===== config.mk =====
export PLATFORM = sky130hd
export DESIGN_NAME = bsg_link_downstream_ctrl
export DESIGN_NICKNAME = d
export VERILOG_FILES = /design/src/rtl/bsg_link_downstream_ctrl.sv
export SDC_FILE = /design/constraint.sdc
export NUM_CORES = 1
export LEC_CHECK = 0
export CORE_UTILIZATION = 54
export CTS_BUF_LIST = sky130_fd_sc_hd__clkbuf_4
export DETAILED_ROUTE_END_ITERATION = 6
export PLACE_DENSITY = 0.83
export SYNTH_ARGS = -nofsm -noshare
export SYNTH_HDL_FRONTEND = slang
export SYNTH_SLANG_ARGS = --single-unit

===== constraint.sdc =====
create_clock -name clk -period 3.11 [get_ports clk]
set_input_delay 0.4665 -clock clk [delete_from_list [all_inputs] [get_ports clk]]
set_output_delay 0.4665 -clock clk [all_outputs]
set_load 0.02 [all_outputs]

===== src/rtl/bsg_link_downstream_ctrl.sv =====
// Downstream DDR link controller: link bring-up sequencing, core dequeue gating,
// buffer occupancy tracking and decimated token return to the upstream sender.
module bsg_link_downstream_ctrl #(
  parameter int FIFO_DEPTH       = 64,
  parameter int TOKEN_DECIMATION = 4,
  parameter int RESET_CYCLES     = 8
) (
  input  logic                              clk,
  input  logic                              rst,
  input  logic                              relink_i,
  input  logic                              io_valid_i,
  input  logic                              core_valid_i,
  input  logic                              core_ready_i,
  output logic                              core_valid_o,
  output logic                              core_yumi_o,
  output logic                              link_reset_o,
  output logic                              token_o,
  output logic [$clog2(FIFO_DEPTH+1)-1:0]   occupancy_o,
  output logic                              link_up_o,
  output logic                              overflow_o
);

  localparam int OCC_W  = $clog2(FIFO_DEPTH+1);
  localparam int CNT_W  = $clog2(RESET_CYCLES+1);
  localparam int PEND_W = $clog2(TOKEN_DECIMATION+1);

  typedef enum logic [1:0] {S_RESET, S_DRAIN, S_ACTIVE, S_ERROR} state_e;

  state_e              r_state;
  logic [CNT_W-1:0]    r_cnt;
  logic [OCC_W-1:0]    r_occ;
  logic [PEND_W-1:0]   r_pend;
  logic                r_token;
  logic                r_ovf;

  logic                w_yumi;
  logic                w_full;
  logic                w_ovf;
  logic [PEND_W-1:0]   w_pend_inc;

  assign w_yumi     = core_valid_i & core_ready_i;
  assign w_full     = (r_occ == OCC_W'(FIFO_DEPTH));
  assign w_ovf      = io_valid_i & ~w_yumi & w_full;
  assign w_pend_inc = r_pend + PEND_W'(1);

  // Drain discards stale flits regardless of consumer readiness.
  always_comb begin
    core_valid_o = 1'b0;
    core_yumi_o  = 1'b0;
    if (!rst) begin
      case (r_state)
        S_DRAIN:  core_yumi_o = core_valid_i;
        S_ACTIVE: begin
          core_valid_o = core_valid_i;
          core_yumi_o  = w_yumi;
        end
        default: ;
      endcase
    end
  end

  always_ff @(posedge clk) begin
    if (rst || relink_i) begin
      r_state <= S_RESET;
      r_cnt   <= '0;
      r_occ   <= '0;
      r_pend  <= '0;
      r_token <= 1'b0;
      r_ovf   <= 1'b0;
    end else begin
      r_token <= 1'b0;
      case (r_state)
        S_RESET: begin
          if (r_cnt == CNT_W'(RESET_CYCLES-1)) r_state <= S_DRAIN;
          else                                 r_cnt   <= r_cnt + CNT_W'(1);
        end
        S_DRAIN: begin
          if (!core_valid_i) r_state <= S_ACTIVE;
        end
        S_ACTIVE: begin
          // Occupancy freezes on overflow; a yumi at empty does not wrap.
          if (w_ovf) begin
            r_state <= S_ERROR;
            r_ovf   <= 1'b1;
          end else if (io_valid_i && !w_yumi) begin
            r_occ <= r_occ + OCC_W'(1);
          end else if (w_yumi && !io_valid_i && r_occ != '0) begin
            r_occ <= r_occ - OCC_W'(1);
          end
          if (w_yumi) begin
            if (w_pend_inc == PEND_W'(TOKEN_DECIMATION)) begin
              r_pend  <= '0;
              r_token <= 1'b1;
            end else begin
              r_pend  <= w_pend_inc;
            end
          end
        end
        default: ;
      endcase
    end
  end

  assign link_reset_o = rst | (r_state == S_RESET);
  assign link_up_o    = (r_state == S_ACTIVE);
  assign token_o      = r_token;
  assign occupancy_o  = r_occ;
  assign overflow_o   = r_ovf;

endmodule


# After elaboration in Yosys (flattened, before gate mapping)

Index checks and enable logic that the tools add are counted.

Flip-flop bits (word level): 18
Word-level logic and storage cells: 54

$add $sub $neg: 4
Equality and inequality tests: 8
Mux-type cells: 12
Bitwise gates (word level): 8
Reductions and logical operators: 16

Operators by type and width:

| operator                                         | number |
|---|---|
| two-way mux 7 bit                                | 2 |
| adder 7 x 1 -> 7 bit, second input constant      | 1 |
| == test 7 bit, second input constant             | 1 |
| nonzero test 7 bit                               | 1 |
| subtractor 7 x 1 -> 7 bit, second input constant | 1 |
| two-way mux 2 bit                                | 3 |
| one-hot mux 2 bit (3 select lines)               | 1 |
| AND reduction 2 bit                              | 3 |
| adder 4 x 1 -> 4 bit, second input constant      | 1 |
| == test 4 x 3 -> 1 bit, second input constant    | 1 |
| two-way mux 1 bit                                | 4 |
| inequality test 2 bit, second input constant     | 2 |
| NOT 1 bit                                        | 4 |
| AND reduction 4 bit                              | 1 |
| adder 3 x 1 -> 3 bit, second input constant      | 1 |
| AND 1 bit                                        | 3 |
| == test 3 bit, second input constant             | 1 |
| logical AND 1 bit                                | 3 |
| two-way mux 3 bit                                | 1 |
| AND reduction 3 bit                              | 1 |
| nonzero test 3 bit                               | 1 |
| OR reduction 3 bit                               | 1 |
| == test 2 x 1 -> 1 bit, second input constant    | 1 |
| == test 2 bit, second input constant             | 1 |
| other kinds (7)                                  | 8 |

# Logic depth before layout (Yosys ltp)

Gate-level depths: netlist of the first run.

Depth after elaboration: 6
Depth in mapped cells: 8

# Worst setup path before layout of the first run

OpenSTA, ideal clock, no wires.

Path kind: in2reg
Start point: input port io_valid_i
End point: register r_occ[6] (netlist: occupancy_o[6])
Library setup time: 70 ps
Data arrival time: 2245 ps
Data required time: 3040 ps
Setup slack: 796 ps
Stages: 8
Path buffers: 0
Cells stage by stage: a21bo_1 inv_1 fa_1 nor2b_1 o31a_1 mux2i_1 or4_1 a21oi_1

Cells in the longest elaborated chain, start to end: 5
Elaborated cells on any way between the ends: 10

RTL lines:

| what                                 | RTL line | source |
|---|---|---|
| from (decl)                          | 11       | `input logic io_valid_i,` |
| zero test 1 bit                      | 87       | `end else if (w_yumi && !io_valid_i && r_occ != '0) begin` |
| logical AND 1 bit (2 in series)      | 87       |  |
| nonzero test 2 bit (no source line)  | -        |  |
| AND reduction 3 bit (no source line) | -        |  |
| to (signal assigned)                 | 86       | `r_occ <= r_occ + OCC_W'(1);` |
| to (signal assigned)                 | 88       | `r_occ <= r_occ - OCC_W'(1);` |
| to (decl)                            | 31       | `logic [OCC_W-1:0] r_occ;` |

Several ways; a longest one is shown, not always the timed one.
A chain may end at the register's enable or synchronous reset.

# Worst setup path after layout of the first run

Start point: register r_state[0]
End point: output port core_yumi_o

Cells in the longest elaborated chain, start to end: 3
Elaborated cells on any way between the ends: 4

RTL lines:

| what                                                           | RTL line | source |
|---|---|---|
| from (decl)                                                    | 29       | `state_e r_state;` |
| from (signal assigned)                                         | 64       | `r_state <= S_RESET;` |
| from (signal assigned)                                         | 74       | `if (r_cnt == CNT_W'(RESET_CYCLES-1)) r_state <= S_DRAIN;` |
| from (signal assigned)                                         | 78       | `if (!core_valid_i) r_state <= S_ACTIVE;` |
| == test 2 bit / == test 2 x 1 -> 1 bit (equally long branches) | 51       | `case (r_state)` |
| one-hot mux 1 bit (2 select lines) *                           | 51       |  |
| two-way mux 1 bit *                                            | 50       | `if (!rst) begin` |
| to (decl)                                                      | 15       | `output logic core_yumi_o,` |

Mark *: on every way between the ends. The rest lies on a longest branch, timed or not.

==> results.sh, run 1 <==
export IMPL_timing_final_crit_period_ns=2.69
export IMPL_synth_seq_area_share_pct=31.3
export IMPL_worst_slew_pin_slew_ns=0.518
export IMPL_rsz0062_at_grt="no"
export IMPL_post_cts_hold_buffer_count=0
export IMPL_clock_root_buffer="clkbuf_4"
export IMPL_post_synth_instance_area_um2=1150
export IMPL_cts_made_buffers=3
export IMPL_core_um2=1980
export IMPL_cts_root_to_sink_buffers=2
export IMPL_route_final_wire_length_um=2400
export IMPL_critPathLaunchType="flop"
export IMPL_critical_path_top_delay_family="buffers and inverters"
export IMPL_postSynthAreaPerCell_um2=8.86
export IMPL_worst_ep_required_time_ns=2.64
export IMPL_grt_max_degree=18
export IMPL_global_route_wire_length_before_repair_um=3680
export IMPL_clock_h_tree_levels=1
export IMPL_tns_ns=0
export IMPL_mappedNetlistNets=150
export IMPL_gp_congestion=0.780
export IMPL_post_route_antenna_net_violation_count=0
export IMPL_timing_reg2reg_worst_path_depth=7
export IMPL_slew_viol_final=0
export IMPL_regArea_um2=360
export IMPL_outcome="completed"
export IMPL_final_hold_worst_slack_ns=0.488
export IMPL_port_buffers=18
export IMPL_fp_row_count=16
export IMPL_fp_dieW_um=48.2
export IMPL_grt_total_usage_pct=22.9
export IMPL_irDropWorstVdd_v=0.000268
export IMPL_pwr_density_cell_nw_per_um2=279
export IMPL_leakage_power_of_the_design_nw=0.555
export IMPL_critical_path_arrival_ns=2.22
export IMPL_holdCritPathClass="flop to flop"
export IMPL_crit_reg2reg_launch="occupancy_o[0]"
export IMPL_place_detailed_hpwl_um=1900
export IMPL_worst_setup_slack_for_register_to_register_paths_ns=0.96
export IMPL_timing_critical_path_to_type="output pin"
export IMPL_grt_pass1_vias=902
export IMPL_yosysWarningCount=0
export IMPL_fillerInstances=156
export IMPL_multiInputGateArea_um2=742
export IMPL_postSynthRegisterBits=18
export IMPL_yosys_cell_types_count=39
export IMPL_cts_tree="built"
export IMPL_slowest_cell_on_the_critical_path="clkdlybuf4s50_1"
export IMPL_max_freq_mhz=372
export IMPL_detailroute_via_count=980
export IMPL_post_route_period_util_pct=86.5
export IMPL_cts_post_setup_buffers_inserted=0
export IMPL_antenna_found_initial=0
export IMPL_io_pin_count=19
export IMPL_whs_endpoint="overflow_o"
export IMPL_share_of_post_route_cells_with_drive_strength_above_1_pct=8.00
export IMPL_finalSetupViolations=0
export IMPL_initial_core_util_pct=58.1
export IMPL_max_cap_violations=0
export IMPL_nNetsFinal=172
export IMPL_detail_route_iter0_violations=8
export IMPL_clkTransAtPathRegs_ns=0.10
export IMPL_synthCells=130
export IMPL_cts_resized=0
export IMPL_crit_path_cell_trace="inv_1 > ha_1 > and3_1 > a21oi_1 > nor3b_1 > clkdlybuf4s50_1"
export IMPL_detail_route_first_pass_iterations=3
export IMPL_die_area_um2=2320
export IMPL_drc_errors=0
export IMPL_hold_viol=0
export IMPL_slew_limit_headroom_pct=65.3
export IMPL_hold_start="overflow_o"
export IMPL_critical_path_max_stage_delay_ns=0.65
export IMPL_areaGrowthSynthToFinish_pct=20.1
export IMPL_die_h_um=48.2
export IMPL_via_per_inst=5.54
export IMPL_overflow=0
export IMPL_route_detailed_wl_per_inst_um=13.5
export IMPL_worst_setup_path_category="flop to output pin"
export IMPL_antenna_diode_count=0
export IMPL_clk_sink_count=18
export IMPL_critical_path_max_fanout=8
export IMPL_worst_hold_path_num_cells=1
export IMPL_worst_r2r_endpoint="occupancy_o[6]"
export IMPL_path_buf_inv=2
export IMPL_clock_insertion_delay_worst_skew_ns=0.30
export IMPL_clock_skew_final_ns=0.00186
power breakdown:
group	total (mW)	switching (mW)	leakage (nW)	internal (mW)
sequential	0.233	0.00115	0.145	0.232
clock	0.116	0.0706	0.0138	0.0452
combinational	0.0378	0.0200	0.396	0.0178
cell usage after synthesis:
cell       n  area (µm²)
nor2_1    19        71.3
dfxtp_1   18         360
ha_1      13         163
inv_1      8        30.0
a21oi_1    7        35.0
nand2_1    7        26.3
mux2i_1    6        60.1
nand3_1    4        20.0
xnor2_1    4        35.0
nor2b_1    3        18.8
o21a_1     3        22.5
o21ai_0    3        15.0
xor2_1     3        26.3
a211oi_1   2        15.0
a31oi_1    2        12.5
and2_1     2        12.5
nand4_1    2        12.5
o31ai_1    2        15.0
or2_2      2        12.5
a211o_1    1        8.76
a211oi_2   1        12.5
a21bo_1    1        10.0
a21o_1     1        7.51
a311oi_1   1        8.76
and3_1     1        6.26
buf_2      1        5.00
buf_6      1        11.3
clkbuf_1   1        3.75
fa_1       1        20.0
mux2_2     1        11.3
nor3_1     1        5.00
nor3b_1    1        7.51
nor4_4     1        21.3
nor4b_1    1        8.76
o21ai_2    1        8.76
o31a_1     1        8.76
o41ai_1    1        8.76
or3_2      1        7.51
or4_1      1        7.51
routing by layer:
metal,share of wire [%],global-route usage [%]
met3,2.4,5.93
met4,0.96,8.33
met5,0,0
met1,45,25.7
met2,52,41.3
worst max-delay path by stage:
stage	startpoint	to	slack [ns]	cells after the start
2_1_floorplan	io_valid_i	occupancy_o[6]	0.80	8
3_3_place_gp	io_valid_i	occupancy_o[6]	0.34	9
3_5_place_dp	io_valid_i	occupancy_o[6]	0.27	9
4_1_cts	r_state[0]	core_yumi_o	0.40	6
5_1_grt	r_state[0]	core_yumi_o	0.29	6
6_report	r_state[0]	core_yumi_o	0.42	6
placed cells by master, fill, tap and decap left out:
cell	n
clkbuf_4	3
a211oi_1	2
xnor2_1	4
or3_2	1
a21oi_1	7
o41ai_1	1
and2_1	2
ha_1	13
a311oi_1	1
nand2_1	7
mux2_2	1
o21a_1	3
nor4b_1	1
inv_1	8
o21ai_0	3
o31ai_1	2
nor4_4	1
mux2i_1	6
nor2b_1	3
a211o_1	1
nand4_1	2
a21o_1	1
nand3_1	4
buf_4	2
xor2_1	3
fa_1	1
nor2_1	19
and3_1	1
a31oi_1	2
a211oi_2	1
or4_1	1
clkdlybuf4s50_1	18
nor3b_1	1
dfxtp_1	18
o31a_1	1
or2_2	2
o21ai_2	1
nor3_1	1
a21bo_1	1
final cells by class:
class	count	area share, %
well taps	27	2.44
flip-flops and latches	18	26.0
inverters	8	2.17
repair buffers	20	14.1
multi-input cells	101	53.6
clock buffers	3	1.63
through the flow:
step / cells / util [%] / power, mW / area, µm² / setup slack (ns)
detailed placement: 174 / 68.7 / 0.276 / 1360 / 0.272
global placement: 174 / 68.7 / 0.274 / 1360 / 0.341
floorplan: 130 / - / 0.261 / 1150 / 0.796
global route: 177 / 69.8 / 0.405 / 1380 / 0.291
CTS: 177 / 69.8 / 0.395 / 1380 / 0.404
finish: 177 / 69.8 / 0.386 / 1380 / 0.420
cell families (layout without fill, tap and decap cells):
group,after synthesis,after routing,synth area share (%)
fa+ha+maj,14,14,15.9
flops,18,18,31.3
compound gates,27,27,16.4
buf+inv,11,31,4.34
simple gates,46,46,20.6
xor+xnor,7,7,5.32
mux,7,7,6.19
sequential cells by signal (all words and copies together), names as in the netlist:
name	cells
r_pend	3
r_cnt	4
r_state	2
overflow_o	1
token_o	1
occupancy_o	7
Note: power is estimated with default switching activity, not from simulation.
==> run 2, diff against run 1 <==
CAP_MARGIN = 10   (was default)
==> results of run 2 <==
Same layout as run 1: the final DEF is identical, and so are final timing and power.
==> run 3, diff against run 2 <==
CORE_MARGIN = 2   (was default)
RECOVER_POWER = 25   (was default)
==> run 3 against run 2 <==
Hold slack worse by 0.012 ns. Clock power is 6% higher. Design area up 0.27%. Total power up 2.1%. First-iteration DRC count increased to 3.1 times the previous value. Critical path type unchanged. Non-clock buffer count is the same. Final cell count rose by 0.56%. Routed wire length rose by 5.2%. Sequential power barely moved.
==> results.sh, run 3 (same netlist as run 1, synthesis figures left out) <==
export IMPL_die_area_um2=2520
export IMPL_stdcell_count=178
export IMPL_holdCritPathClass="flop to flop"
export IMPL_place_inst=174
export IMPL_clock_skew_final_ns=0.00212
export IMPL_most_common_layout_cells="nor2_1 (19), dfxtp_1 (18), clkdlybuf4s50_1 (16)"
export IMPL_irDropWorstVdd_v=0.000259
export IMPL_timing_critical_path_to_type="output pin"
export IMPL_finalSetupViolations=0
export IMPL_clock_root_buffer="clkbuf_4"
export IMPL_worst_setup_path_category="flop to output pin"
export IMPL_max_cap_violations=0
export IMPL_rsz0062_at_grt="no"
export IMPL_crit_path_cell_trace="inv_1 > ha_1 > and3_1 > a21oi_1 > nor3b_1 > clkdlybuf4s50_1"
export IMPL_nNetsFinal=172
export IMPL_share_of_post_route_cells_with_drive_strength_above_1_pct=7.28
export IMPL_detailroute_via_count=1004
export IMPL_post_route_antenna_net_violation_count=0
export IMPL_critical_path_max_stage_delay_ns=0.63
export IMPL_antenna_found_initial=0
export IMPL_drc_errors=0
export IMPL_initial_core_util_pct=58.1
export IMPL_grt_pass1_vias=957
export IMPL_detail_route_iter0_violations=25
export IMPL_final_area_um2=1390
export IMPL_route_final_wire_length_um=2520
export IMPL_post_route_period_util_pct=86.5
export IMPL_clk_sink_count=18
export IMPL_slowest_cell_on_the_critical_path="clkdlybuf4s50_1"
export IMPL_flip_flop_count_of_the_largest_register_all_copies_and_words_added=7
export IMPL_port_buffers=18
export IMPL_fp_dieW_um=50.2
export IMPL_cts_tree="built"
export IMPL_worst_setup_slack_for_register_to_register_paths_ns=0.86
export IMPL_critical_path_arrival_ns=2.22
export IMPL_route_detailed_wl_per_inst_um=14.2
export IMPL_clkTransAtPathRegs_ns=0.11
export IMPL_post_cts_hold_buffer_count=0
export IMPL_hold_viol=0
export IMPL_fp_row_count=16
export IMPL_grt_total_usage_pct=22.3
export IMPL_overflow=0
export IMPL_worst_ep_required_time_ns=2.64
export IMPL_cts_made_buffers=3
export IMPL_antenna_diode_count=0
export IMPL_cts_root_to_sink_buffers=2
export IMPL_areaGrowthSynthToFinish_pct=20.4
export IMPL_leakage_power_of_the_design_nw=0.556
export IMPL_layout_commonest_cell="nor2_1"
export IMPL_pwr_density_cell_nw_per_um2=284
export IMPL_io_pin_count=19
export IMPL_slew_limit_headroom_pct=30.2
export IMPL_finish_utilization_pct=70.0
export IMPL_detail_route_first_pass_iterations=4
export IMPL_gp_congestion=0.863
export IMPL_slew_viol_final=0
export IMPL_critical_path_max_fanout=8
export IMPL_core_um2=1980
export IMPL_die_h_um=50.2
export IMPL_clock_insertion_delay_worst_skew_ns=0.29
export IMPL_worst_slew_pin_slew_ns=1.05
export IMPL_place_detailed_hpwl_um=1910
export IMPL_fillerInstances=158
export IMPL_global_route_wire_length_before_repair_um=4260
export IMPL_critPathLaunchType="flop"
export IMPL_via_per_inst=5.64
export IMPL_grt_max_degree=18
export IMPL_max_freq_mhz=372
export IMPL_tns_ns=0
export IMPL_dpl_cell_area_um2=1360
export IMPL_clock_h_tree_levels=1
export IMPL_final_hold_worst_slack_ns=0.476
export IMPL_outcome="completed"
export IMPL_timing_final_crit_period_ns=2.69
export IMPL_cts_post_setup_buffers_inserted=0
export IMPL_cts_resized=0
## run 3: cell count changes in the layout (fill, tap and decap cells not counted), sizes merged
cell,previous run,this run
dlygate4sd3,0,2
clkdlybuf4s50,18,16
clkinv,0,1
## run 3: final timing paths
kind,start,end,cells past startpoint
worst max-delay path,r_state[0],core_yumi_o,6
worst min-delay path,overflow_o,overflow_o,1
worst max register to register,occupancy_o[0],occupancy_o[6],7
worst min register to register,overflow_o,overflow_o,1
## run 3: per-stage QoR
step / total power, mW / setup WS, ns
2_1_floorplan: 0.261 / 0.796
3_3_place_gp: 0.274 / 0.342
3_5_place_dp: 0.276 / 0.268
4_1_cts: 0.398 / 0.419
5_1_grt: 0.411 / 0.253
6_report: 0.394 / 0.421
## run 3: power breakdown
group	internal, mW	leakage, nW	switching [mW]	total (mW)
clock network	0.0467	0.0154	0.0766	0.123
logic	0.0172	0.396	0.0210	0.0382
registers	0.232	0.145	0.00115	0.233
total	0.296	0.556	0.0987	0.394
## run 3: layer usage
metal	routed length [µm]	GRT usage [%]
met4	40	10.6
met1	1070	26.0
met3	129	5.95
met5	0	0
met2	1280	37.7
## run 3: area by class of cell
type                            count  area (µm²)  share of cell area, %
Sequential cell                    18         360                   26.0
Tap cell                           27        33.8                   2.43
Timing Repair Buffer               20         195                   14.1
Multi-Input combinational cell    101         742                   53.5
Clock inverter                      1        3.75                  0.271
Clock buffer                        3        22.5                   1.62
Inverter                            8        30.0                   2.16
## run 3: worst max-delay path, delay by kind of cell (launching register included)
family / cells / cell delay, ns
and+or+nand+nor: 2 / 0.44
adders and majority gates: 1 / 0.36
DFF: 1 / 0.34
AOI/OAI and AO/OA: 1 / 0.05
buffers and inverters: 2 / 0.73
